`src/rtl/uart_pkg.sv`:
```
// Shared UART echo-path types: drain FSM state encoding and the default byte width.
package uart_pkg;

   localparam int UART_DATA_W = 8;

   typedef enum logic [1:0] {
      IDLE      = 2'd0,
      START     = 2'd1,
      WAIT_BUSY = 2'd2,
      WAIT_DONE = 2'd3
   } bridge_state_t;

endpackage

```
`src/rtl/uart_rx_tx_bridge_if.sv`:
```
// Bundle between the rx side, the bridge and uart_tx: push strobe/data, tx handshake, FIFO status.
interface uart_rx_tx_bridge_if
   import uart_pkg::*;
#(
   parameter int DATA_W = UART_DATA_W,
   parameter int DEPTH  = 8
);
   localparam int ADDR_W = $clog2(DEPTH);

   logic              wr_en;
   logic [DATA_W-1:0] wr_data;
   logic              tx_busy;
   logic              tx_done;
   logic              tx_start;
   logic [DATA_W-1:0] tx_data;
   logic              full;
   logic              empty;
   logic [ADDR_W:0]   count;
   logic              overflow;

   modport master (
      output wr_en, wr_data, tx_busy, tx_done,
      input  tx_start, tx_data, full, empty, count, overflow
   );

   modport slave (
      input  wr_en, wr_data, tx_busy, tx_done,
      output tx_start, tx_data, full, empty, count, overflow
   );

endinterface

```
`src/rtl/uart_rx_tx_bridge_fifo.sv`:
```
// Circular byte FIFO with separate occupancy count and a one-cycle overflow flag.
module sync_fifo #(
   parameter int DATA_W = 8,
   parameter int DEPTH  = 8
) (
   input  logic                      clk,
   input  logic                      rst,
   input  logic                      wr_en,
   input  logic [DATA_W-1:0]         wr_data,
   input  logic                      rd_en,
   output logic [DATA_W-1:0]         rd_data,
   output logic                      full,
   output logic                      empty,
   output logic [$clog2(DEPTH):0]    count,
   output logic                      overflow
);
   localparam int ADDR_W = $clog2(DEPTH);
   localparam logic [ADDR_W:0] DEPTH_C = (ADDR_W+1)'(DEPTH);

   logic [DATA_W-1:0] mem [DEPTH];
   logic [ADDR_W-1:0] wr_ptr;
   logic [ADDR_W-1:0] rd_ptr;
   logic              push;
   logic              pop;

   // A same-cycle pop frees a slot, so a push while full is still accepted then.
   assign push    = wr_en && (!full || rd_en);
   assign pop     = rd_en && !empty;
   assign full    = (count == DEPTH_C);
   assign empty   = (count == '0);
   assign rd_data = mem[rd_ptr];

   always_ff @(posedge clk) begin
      if (push) begin
         mem[wr_ptr] <= wr_data;
      end
   end

   always_ff @(posedge clk or negedge rst) begin
      if (!rst) begin
         wr_ptr   <= '0;
         rd_ptr   <= '0;
         count    <= '0;
         overflow <= 1'b0;
      end else begin
         overflow <= wr_en && full && !rd_en;
         if (push) begin
            wr_ptr <= wr_ptr + 1'b1;
         end
         if (pop) begin
            rd_ptr <= rd_ptr + 1'b1;
         end
         case ({push, pop})
            2'b10:   count <= count + 1'b1;
            2'b01:   count <= count - 1'b1;
            default: count <= count;
         endcase
      end
   end

endmodule

```
`src/rtl/uart_rx_tx_bridge.sv`:
```
// Echo-path bridge: buffers rx bytes and feeds uart_tx one byte at a time via a drain FSM.
module uart_rx_tx_bridge
   import uart_pkg::*;
#(
   parameter int DATA_W = UART_DATA_W,
   parameter int DEPTH  = 8
) (
   input  logic clk,
   input  logic rst,
   uart_rx_tx_bridge_if.slave bus
);
   bridge_state_t     state_q;
   bridge_state_t     state_d;
   logic              pop;
   logic              tx_start_c;
   logic [DATA_W-1:0] fifo_rd_data;
   logic [DATA_W-1:0] tx_data_q;

   sync_fifo #(
      .DATA_W (DATA_W),
      .DEPTH  (DEPTH)
   ) u_fifo (
      .clk      (clk),
      .rst      (rst),
      .wr_en    (bus.wr_en),
      .wr_data  (bus.wr_data),
      .rd_en    (pop),
      .rd_data  (fifo_rd_data),
      .full     (bus.full),
      .empty    (bus.empty),
      .count    (bus.count),
      .overflow (bus.overflow)
   );

   always_ff @(posedge clk or negedge rst) begin
      if (!rst) begin
         state_q <= IDLE;
      end else begin
         state_q <= state_d;
      end
   end

   // WAIT_DONE also leaves on busy low so a missed done pulse cannot hang the drain.
   always_comb begin
      state_d = state_q;
      unique case (state_q)
         IDLE:      if (pop) state_d = START;
         START:     state_d = WAIT_BUSY;
         WAIT_BUSY: begin
            if (bus.tx_busy)      state_d = WAIT_DONE;
            else if (bus.tx_done) state_d = IDLE;
         end
         WAIT_DONE: if (bus.tx_done || !bus.tx_busy) state_d = IDLE;
         default:   state_d = IDLE;
      endcase
   end

   // empty is the registered count, so a byte written this cycle is not popped until the next.
   always_comb begin
      tx_start_c = (state_q == START);
      pop        = (state_q == IDLE) && !bus.empty && !bus.tx_busy;
   end

   always_ff @(posedge clk or negedge rst) begin
      if (!rst) begin
         tx_data_q <= '0;
      end else if (pop) begin
         tx_data_q <= fifo_rd_data;
      end
   end

   assign bus.tx_start = tx_start_c;
   assign bus.tx_data  = tx_data_q;

endmodule

```
`src/flat_wrapper.sv`:
```
// flat-port wrapper written by rule: the top's interface ports become plain ports
module uart_rx_tx_bridge_flat import uart_pkg::*;
#(
   parameter int DATA_W = UART_DATA_W,
   parameter int DEPTH  = 8
)
  (clk, rst, bus_wr_en, bus_wr_data, bus_tx_busy, bus_tx_done, bus_tx_start, bus_tx_data, bus_full, bus_empty, bus_count, bus_overflow);
  uart_rx_tx_bridge_if #(.DATA_W(DATA_W), .DEPTH(DEPTH)) bus_i ();
  input  logic clk;
  input  logic rst;
  input wire logic [$bits(bus_i.wr_en)-1:0] bus_wr_en;
  input wire logic [$bits(bus_i.wr_data)-1:0] bus_wr_data;
  input wire logic [$bits(bus_i.tx_busy)-1:0] bus_tx_busy;
  input wire logic [$bits(bus_i.tx_done)-1:0] bus_tx_done;
  output wire logic [$bits(bus_i.tx_start)-1:0] bus_tx_start;
  output wire logic [$bits(bus_i.tx_data)-1:0] bus_tx_data;
  output wire logic [$bits(bus_i.full)-1:0] bus_full;
  output wire logic [$bits(bus_i.empty)-1:0] bus_empty;
  output wire logic [$bits(bus_i.count)-1:0] bus_count;
  output wire logic [$bits(bus_i.overflow)-1:0] bus_overflow;
  assign bus_i.wr_en = bus_wr_en;
  assign bus_i.wr_data = bus_wr_data;
  assign bus_i.tx_busy = bus_tx_busy;
  assign bus_i.tx_done = bus_tx_done;
  assign bus_tx_start = bus_i.tx_start;
  assign bus_tx_data = bus_i.tx_data;
  assign bus_full = bus_i.full;
  assign bus_empty = bus_i.empty;
  assign bus_count = bus_i.count;
  assign bus_overflow = bus_i.overflow;
  uart_rx_tx_bridge #(.DATA_W(DATA_W), .DEPTH(DEPTH)) u_core (.clk(clk), .rst(rst), .bus(bus_i));
endmodule
```
`config.mk`:
```
export PLATFORM = sky130hd
export DESIGN_NAME = uart_rx_tx_bridge_flat
export DESIGN_NICKNAME = d
export VERILOG_FILES = /design/src/rtl/uart_pkg.sv /design/src/rtl/uart_rx_tx_bridge_if.sv /design/src/rtl/uart_rx_tx_bridge_fifo.sv /design/src/rtl/uart_rx_tx_bridge.sv /design/src/flat_wrapper.sv
export SDC_FILE = /design/constraint.sdc
export NUM_CORES = 1
export LEC_CHECK = 0
export BUFFER_PORTS_ARGS = -buffer_cell sky130_fd_sc_hd__buf_2
export CORE_AREA = 8 8 85 87
export CTS_BUF_LIST = sky130_fd_sc_hd__clkbuf_2 sky130_fd_sc_hd__clkbuf_4 sky130_fd_sc_hd__clkbuf_8
export DETAILED_ROUTE_END_ITERATION = 8
export DIE_AREA = 0 0 93 95
export PLACE_DENSITY = 0.78
export SLEW_MARGIN = 20
export SYNTH_ARGS = -nofsm -noshare
export SYNTH_HDL_FRONTEND = slang
export SYNTH_SLANG_ARGS = --single-unit
```
`constraint.sdc`:
```
create_clock -name clk -period 2.55 [get_ports clk]
set_input_delay 0.3825 -clock clk [delete_from_list [all_inputs] [get_ports clk]]
set_output_delay 0.3825 -clock clk [all_outputs]
set_load 0.05 [all_outputs]
```
== After elaboration in Yosys (flattened, before gate mapping) ==
Memory sizes are Yosys's and may differ from the RTL's. A register that Yosys moved wholly into a read port is not among the register bits.
Index checks and enable logic that the tools add are counted.

* Register bits after elaboration: 13
* Bits in writable memories: 64
* Input port bits: 13
* Output and inout bits: 16
* Memories: 1

{| class="wikitable"
|+ Memory list
! name !! words !! bits a word !! read ports !! clocked after Yosys merged registers in !! write ports !! line !! text
|-
| u_core.u_fifo.mem || 8 || 8 || 1 || 1 || 1 || uart_rx_tx_bridge_fifo.sv:20 || <nowiki>logic [DATA_W-1:0] mem [DEPTH];</nowiki>
|}

* Add/sub/neg operators: 4
* Eq/ne operators: 9
* Muxes and demuxes: 8
* Reduce and logical (&&, ||, !) cells: 17

{| class="wikitable"
|+ Operators by type and width
! cell !! number
|-
| 2-bit 2-to-1 mux || 4
|-
| 2-bit one-hot mux with 4 select lines || 1
|-
| 4-bit one-hot mux with 2 select lines || 1
|-
| 3-bit by 1-bit adder with 3-bit output (second input constant) || 2
|-
| 2-bit == test (second input constant) || 3
|-
| 1-bit logical AND || 6
|-
| 1-bit zero test || 5
|-
| 4-bit by 1-bit adder with 4-bit output (second input constant) || 1
|-
| 2-bit by 1-bit == test with 1-bit output (second input constant) || 2
|-
| 4-bit == test (second input constant) || 1
|-
| 4-bit zero test || 1
|-
| 4-bit by 1-bit subtractor with 4-bit output (second input constant) || 1
|-
| 3-bit != test (second input constant) || 1
|-
| 3-bit AND reduction || 1
|-
| 2-bit zero test || 1
|-
| 1-bit logical OR || 2
|-
| 1-bit 2-to-1 mux || 2
|-
| 2-bit by 1-bit != test with 1-bit output (second input constant) || 1
|-
| 2-bit != test (second input constant) || 1
|-
| 2-bit nonzero test || 1
|}

== Logic depth before layout (Yosys ltp) ==
* Depth after elaboration: 8
* Mapped depth: 10

== Modules after synthesis ==
Synthesis repeated with hierarchy kept, for this count alone.

* Cell total of the unflattened synthesis: 189
* Area, all modules: 3510.9 um2

{| class="wikitable"
|+ Modules (own cells, without submodules)
! module !! instances !! cells an instance !! area each (um2) !! seq. area each (um2)
|-
| sync_fifo || 1 || 162 || 3093.0 || 2197.1
|-
| uart_rx_tx_bridge || 1 || 27 || 417.9 || 250.2
|}

== Least setup slack after synthesis ==
OpenSTA, ideal clock, no wires.

* Path type: register to register
* Start: register u_core.u_fifo.count[1]
* End: register u_core.u_fifo.count[2]
* Arrival: 4.092 ns
* Required time: 2.403 ns
* Path slack: -1.690 ns
* Stages on the path, launching flop included: 11
* Path buffers: 0
* Cells stage by stage: dfrtp_1 > nor4b_1 > o31ai_1 > nand2_1 > ha_1 > xor2_1 > ha_1 > a21oi_1 > xor2_1 > nor2_1 > xor2_1

* Elaborated cells between the ends (all ways): 15

{| class="wikitable"
|+ RTL lines
! what !! line !! text
|-
| start, declared || uart_rx_tx_bridge_fifo.sv:14 || <nowiki>output logic [$clog2(DEPTH):0] count,</nowiki>
|-
| start signal, assigned || uart_rx_tx_bridge_fifo.sv:54 || <nowiki>2'b10: count <= count + 1'b1;</nowiki>
|-
| start signal, assigned || uart_rx_tx_bridge_fifo.sv:55 || <nowiki>2'b01: count <= count - 1'b1;</nowiki>
|-
| start signal, assigned || uart_rx_tx_bridge_fifo.sv:56 || <nowiki>default: count <= count;</nowiki>
|-
| 4-bit == test * || uart_rx_tx_bridge_fifo.sv:29 || <nowiki>assign full = (count == DEPTH_C);</nowiki>
|-
| net bus_full || flat_wrapper.sv:17 || <nowiki>output wire logic [$bits(bus_i.full)-1:0] bus_full;</nowiki>
|-
| 1-bit zero test * || uart_rx_tx_bridge_fifo.sv:27 || <nowiki>assign push = wr_en && (!full || rd_en);</nowiki>
|-
| 1-bit logical OR * || uart_rx_tx_bridge_fifo.sv:27 ||
|-
| 1-bit logical AND * || uart_rx_tx_bridge_fifo.sv:27 ||
|-
| 2-bit by 1-bit == test with 1-bit output or 2-bit == test (tied branches) || uart_rx_tx_bridge_fifo.sv:53 || <nowiki>case ({push, pop})</nowiki>
|-
| 4-bit one-hot mux with 2 select lines or 2-bit nonzero test (tied branches) || -- ||
|}

The timed path passes the listed nets; every way through them passes the cells marked *.
A chain may end at the register's enable or synchronous reset.

== Final worst setup path ==
* Start: register u_core.u_fifo.count[0]
* End: register u_core.u_fifo.count[2]

* Word-level cells in the longest chain between the ends: 8
* Elaborated cells between the ends (all ways): 15

{| class="wikitable"
|+ RTL lines
! what !! line !! text
|-
| 4-bit zero test || uart_rx_tx_bridge_fifo.sv:30 || <nowiki>assign empty = (count == '0);</nowiki>
|-
| 1-bit zero test || uart_rx_tx_bridge_fifo.sv:28, uart_rx_tx_bridge.sv:61 ||
|-
| 1-bit logical AND (2 in a row) || uart_rx_tx_bridge.sv:61 || <nowiki>pop = (state_q == IDLE) && !bus.empty && !bus.tx_busy;</nowiki>
|-
| 1-bit logical OR || uart_rx_tx_bridge_fifo.sv:27 ||
|-
| 1-bit logical AND || uart_rx_tx_bridge_fifo.sv:27 ||
|-
| 2-bit by 1-bit == test with 1-bit output or 2-bit == test (tied branches) || uart_rx_tx_bridge_fifo.sv:53 ||
|-
| 4-bit one-hot mux with 2 select lines or 2-bit nonzero test (tied branches) || -- ||
|}

Several ways; a longest one is shown, not always the timed one.

==> metrics.txt <==
Synth area leader=edfxtp_1; post-CTS setup buffers=0; Final Slew Violations=0; kind of cell adding the most delay to the critical path=simple AND/OR/NAND/NOR gates; Final period util=91.1%; Post-Syn Nets=210; starting density of the core=58.3%; GRT Resource Usage Total=15.0%; slowest CP cell=dfrtp_4; Final Setup Violations=0; sw frac=36.8%; clock share of power=21.8%; Slew @ Worst Pin=0.597 ns; VDD IR max=0.858 mV; top-level I/O count=29; final hold violation count=0; CP Cell Sequence=nor4b_4 > o31ai_4 > nand2_2 > ha_4 > xor2_1 > ha_2 > a21oi_2 > xor2_1 > nor2_1 > xor2_1; Net Sw Power=0.00179 W; FF-to-FF setup slack=0.23 ns; vias in the first global route=1844; CP max FO=7; CTS Buffer Depth=2; dpl hpwl=3890 um; fmax=430 MHz; Die W=93 um; Cells after DPL=299; critical path buffer and inverter count=0; Synth area leaders=edfxtp_1 57%, dfrtp_1 15%, mux4_2 11%; initial antenna violation count=0; core area=5820 sq um; Comb power frac=35.2%; Max-Cap Viols=0; critical path type=flip-flop to flip-flop; first-pass GRT wire length=9740 um; Yosys warnings=0; row count=28; Area growth syn-to-layout=17.9%; CTS Root Cell=clkbuf_8; ANT nets after route=0; cts bufs inserted=9; Yosys top cell area share=56.7%; most frequent cells in the layout=64 x edfxtp_1, 28 x buf_2, 17 x dfrtp_1, 16 x nand2_1, 16 x mux4_2; Mean Syn Cell Area=17.7 sq um; Crit path arrival time=2.59 ns; Via-to-Cell Ratio=5.65; gate count after technology mapping=192; Critical Path RT=2.82 ns; Fin Setup TNS=0 ns; Clock transition at path regs=0.09 ns; vias=1785; Final Critical Period=2.32 ns; sequential share of the synthesized area=72.2%; largest net degree at the start of global routing=22; sequential share of power=43.0%; Nets=254; Relative slew margins=60.2%; routed wire length=6090 um; Post-Layout Cell Count=316; status=completed; ANT cells=0; Die Footprint=8840 sq um; PwrDens=1220 nW/um^2; CTS Sinks=85; layout cells sized above 1=36.1%; wire per inst=19.3 um; Worst path most repeated cell=xor2_1; Setup Skew=0.00759 ns; max incr delay on CP=0.55 ns; drt pass-1 iters=4; clk_lat worst skew=0.35 ns; CTS tree=built; Hold WC Path Type=input pin to flip-flop; startpoint types=flip-flop; synth unique cells=33; leakage power total=1.50 nW; post-synthesis register bit count=85; port bufs=28; most common cell after layout, fill and taps aside=edfxtp_1; CP endpoint kind=flip-flop; DRT iter0 DRCs=134; GRT Residual Overflow=0; H-tree levels=3; synthesized area=3390 sq um; gpl congestion=0.760; setup repair after global routing missed its margin=no; DRC=0; internal power=0.00307 W; chip height=95 um
through the flow:
| step | area [sq um] | power (W) | setup slack [ns] | hold slack, ns | utilization, % |
|---|---|---|---|---|---|
| 2_1_floorplan | 3480 | 0.00340 | -0.176 | 0.0869 | - |
| 3_3_place_gp | 3760 | 0.00381 | 0.300 | 0.360 | 64.7 |
| 3_5_place_dp | 3760 | 0.00385 | 0.220 | 0.361 | 64.7 |
| 4_1_cts | 4000 | 0.00492 | 0.203 | 0.293 | 68.8 |
| 5_1_grt | 4000 | 0.00512 | 0.0687 | 0.304 | 68.8 |
| 6_report | 4000 | 0.00486 | 0.227 | 0.302 | 68.8 |
state kept, by name, indices dropped and copies added (netlist names):
name,cells
u_core.bus.tx_data,8
u_core.u_fifo.rd_ptr,3
u_core.u_fifo.overflow,1
u_core.state_q,2
u_core.u_fifo.wr_ptr,3
u_core.u_fifo.mem,64
u_core.u_fifo.count,4
power groups by stage:
stage	clock, W	combinational, W	sequential [W]
floorplan	0	0.00102	0.00238
global placement	0	0.00171	0.00211
detailed placement	0	0.00173	0.00212
CTS	0.00108	0.00174	0.00209
global route	0.00114	0.00185	0.00214
finish	0.00106	0.00171	0.00209
logic make-up (layout without fill, tap and decap cells):
group	after synthesis	after routing	synth area share, %
AOI/OAI and AO/OA	14	14	2.29
and+or+nand+nor	42	42	5.90
xor gates and xnor gates	9	9	2.32
DFF	85	85	72.2
adders and majority gates	6	6	2.14
muxes	26	26	13.6
buffers and inverters	10	59	1.55
Yosys cell counts:
master and instances:
buf_2 3, o31ai_1 1, buf_1 2, nor4b_1 1, maj3_1 1, buf_4 1, nand2_1 17, o21ai_0 7
nor2_1 9, dfrtp_1 21, o21ai_1 1, or3_2 1, nand3_1 3, a21oi_1 3, buf_6 1, or4_1 1
nand3b_1 1, ha_1 5, a31oi_1 1, mux2_2 2, or3_1 1, o32ai_1 1, nor3_1 2, or2b_1 1
mux2i_1 8, nor4_1 1, inv_1 3, mux4_2 16, and2b_1 1, nor2b_1 3, xnor2_1 5, xor2_1 4
edfxtp_1 64
worst paths after layout:
path / from / end / cells past startpoint
setup / recovery: u_core.u_fifo.count[0]$_DFFE_PN0P_ / u_core.u_fifo.count[2]$_DFFE_PN0P_ / 10
hold / removal: bus_wr_data[1] / u_core.u_fifo.mem[7][1]$_DFFE_PP_ / 1
setup reg to reg: u_core.u_fifo.count[0]$_DFFE_PN0P_ / u_core.u_fifo.count[2]$_DFFE_PN0P_ / 10
hold reg to reg: u_core.bus.tx_data[2]$_DFFE_PN0N_ / u_core.bus.tx_data[2]$_DFFE_PN0N_ / 2
max in group asynchronous: rst / u_core.u_fifo.count[0]$_DFFE_PN0P_ / 2
min in group asynchronous: rst / u_core.u_fifo.count[0]$_DFFE_PN0P_ / 2
cell type report:
cell class	count	area, sq um
clock inverters	7	105
inverters	3	11.3
fillers	393	1820
flip-flops and latches	85	2450
repair buffers	40	233
well taps	75	93.8
multi-input cells	97	977
clock buffers	9	124
layer usage:
layer  track usage [%]  vias to the layer above  share of wire, %
met1              18.6                      906                43
li1                  -                      824                 -
met5                 0                        -                 0
met4              6.44                        0               1.5
met2              25.0                       48                50
met3              3.10                        7               5.7
repair_timing:
action                                 in CTS  in global routing
hold buffers                                1                  0
gates resized for setup                     0                  0
endpoints found under the hold margin      21                  0
No activity file was read; power rests on OpenSTA's default activity.
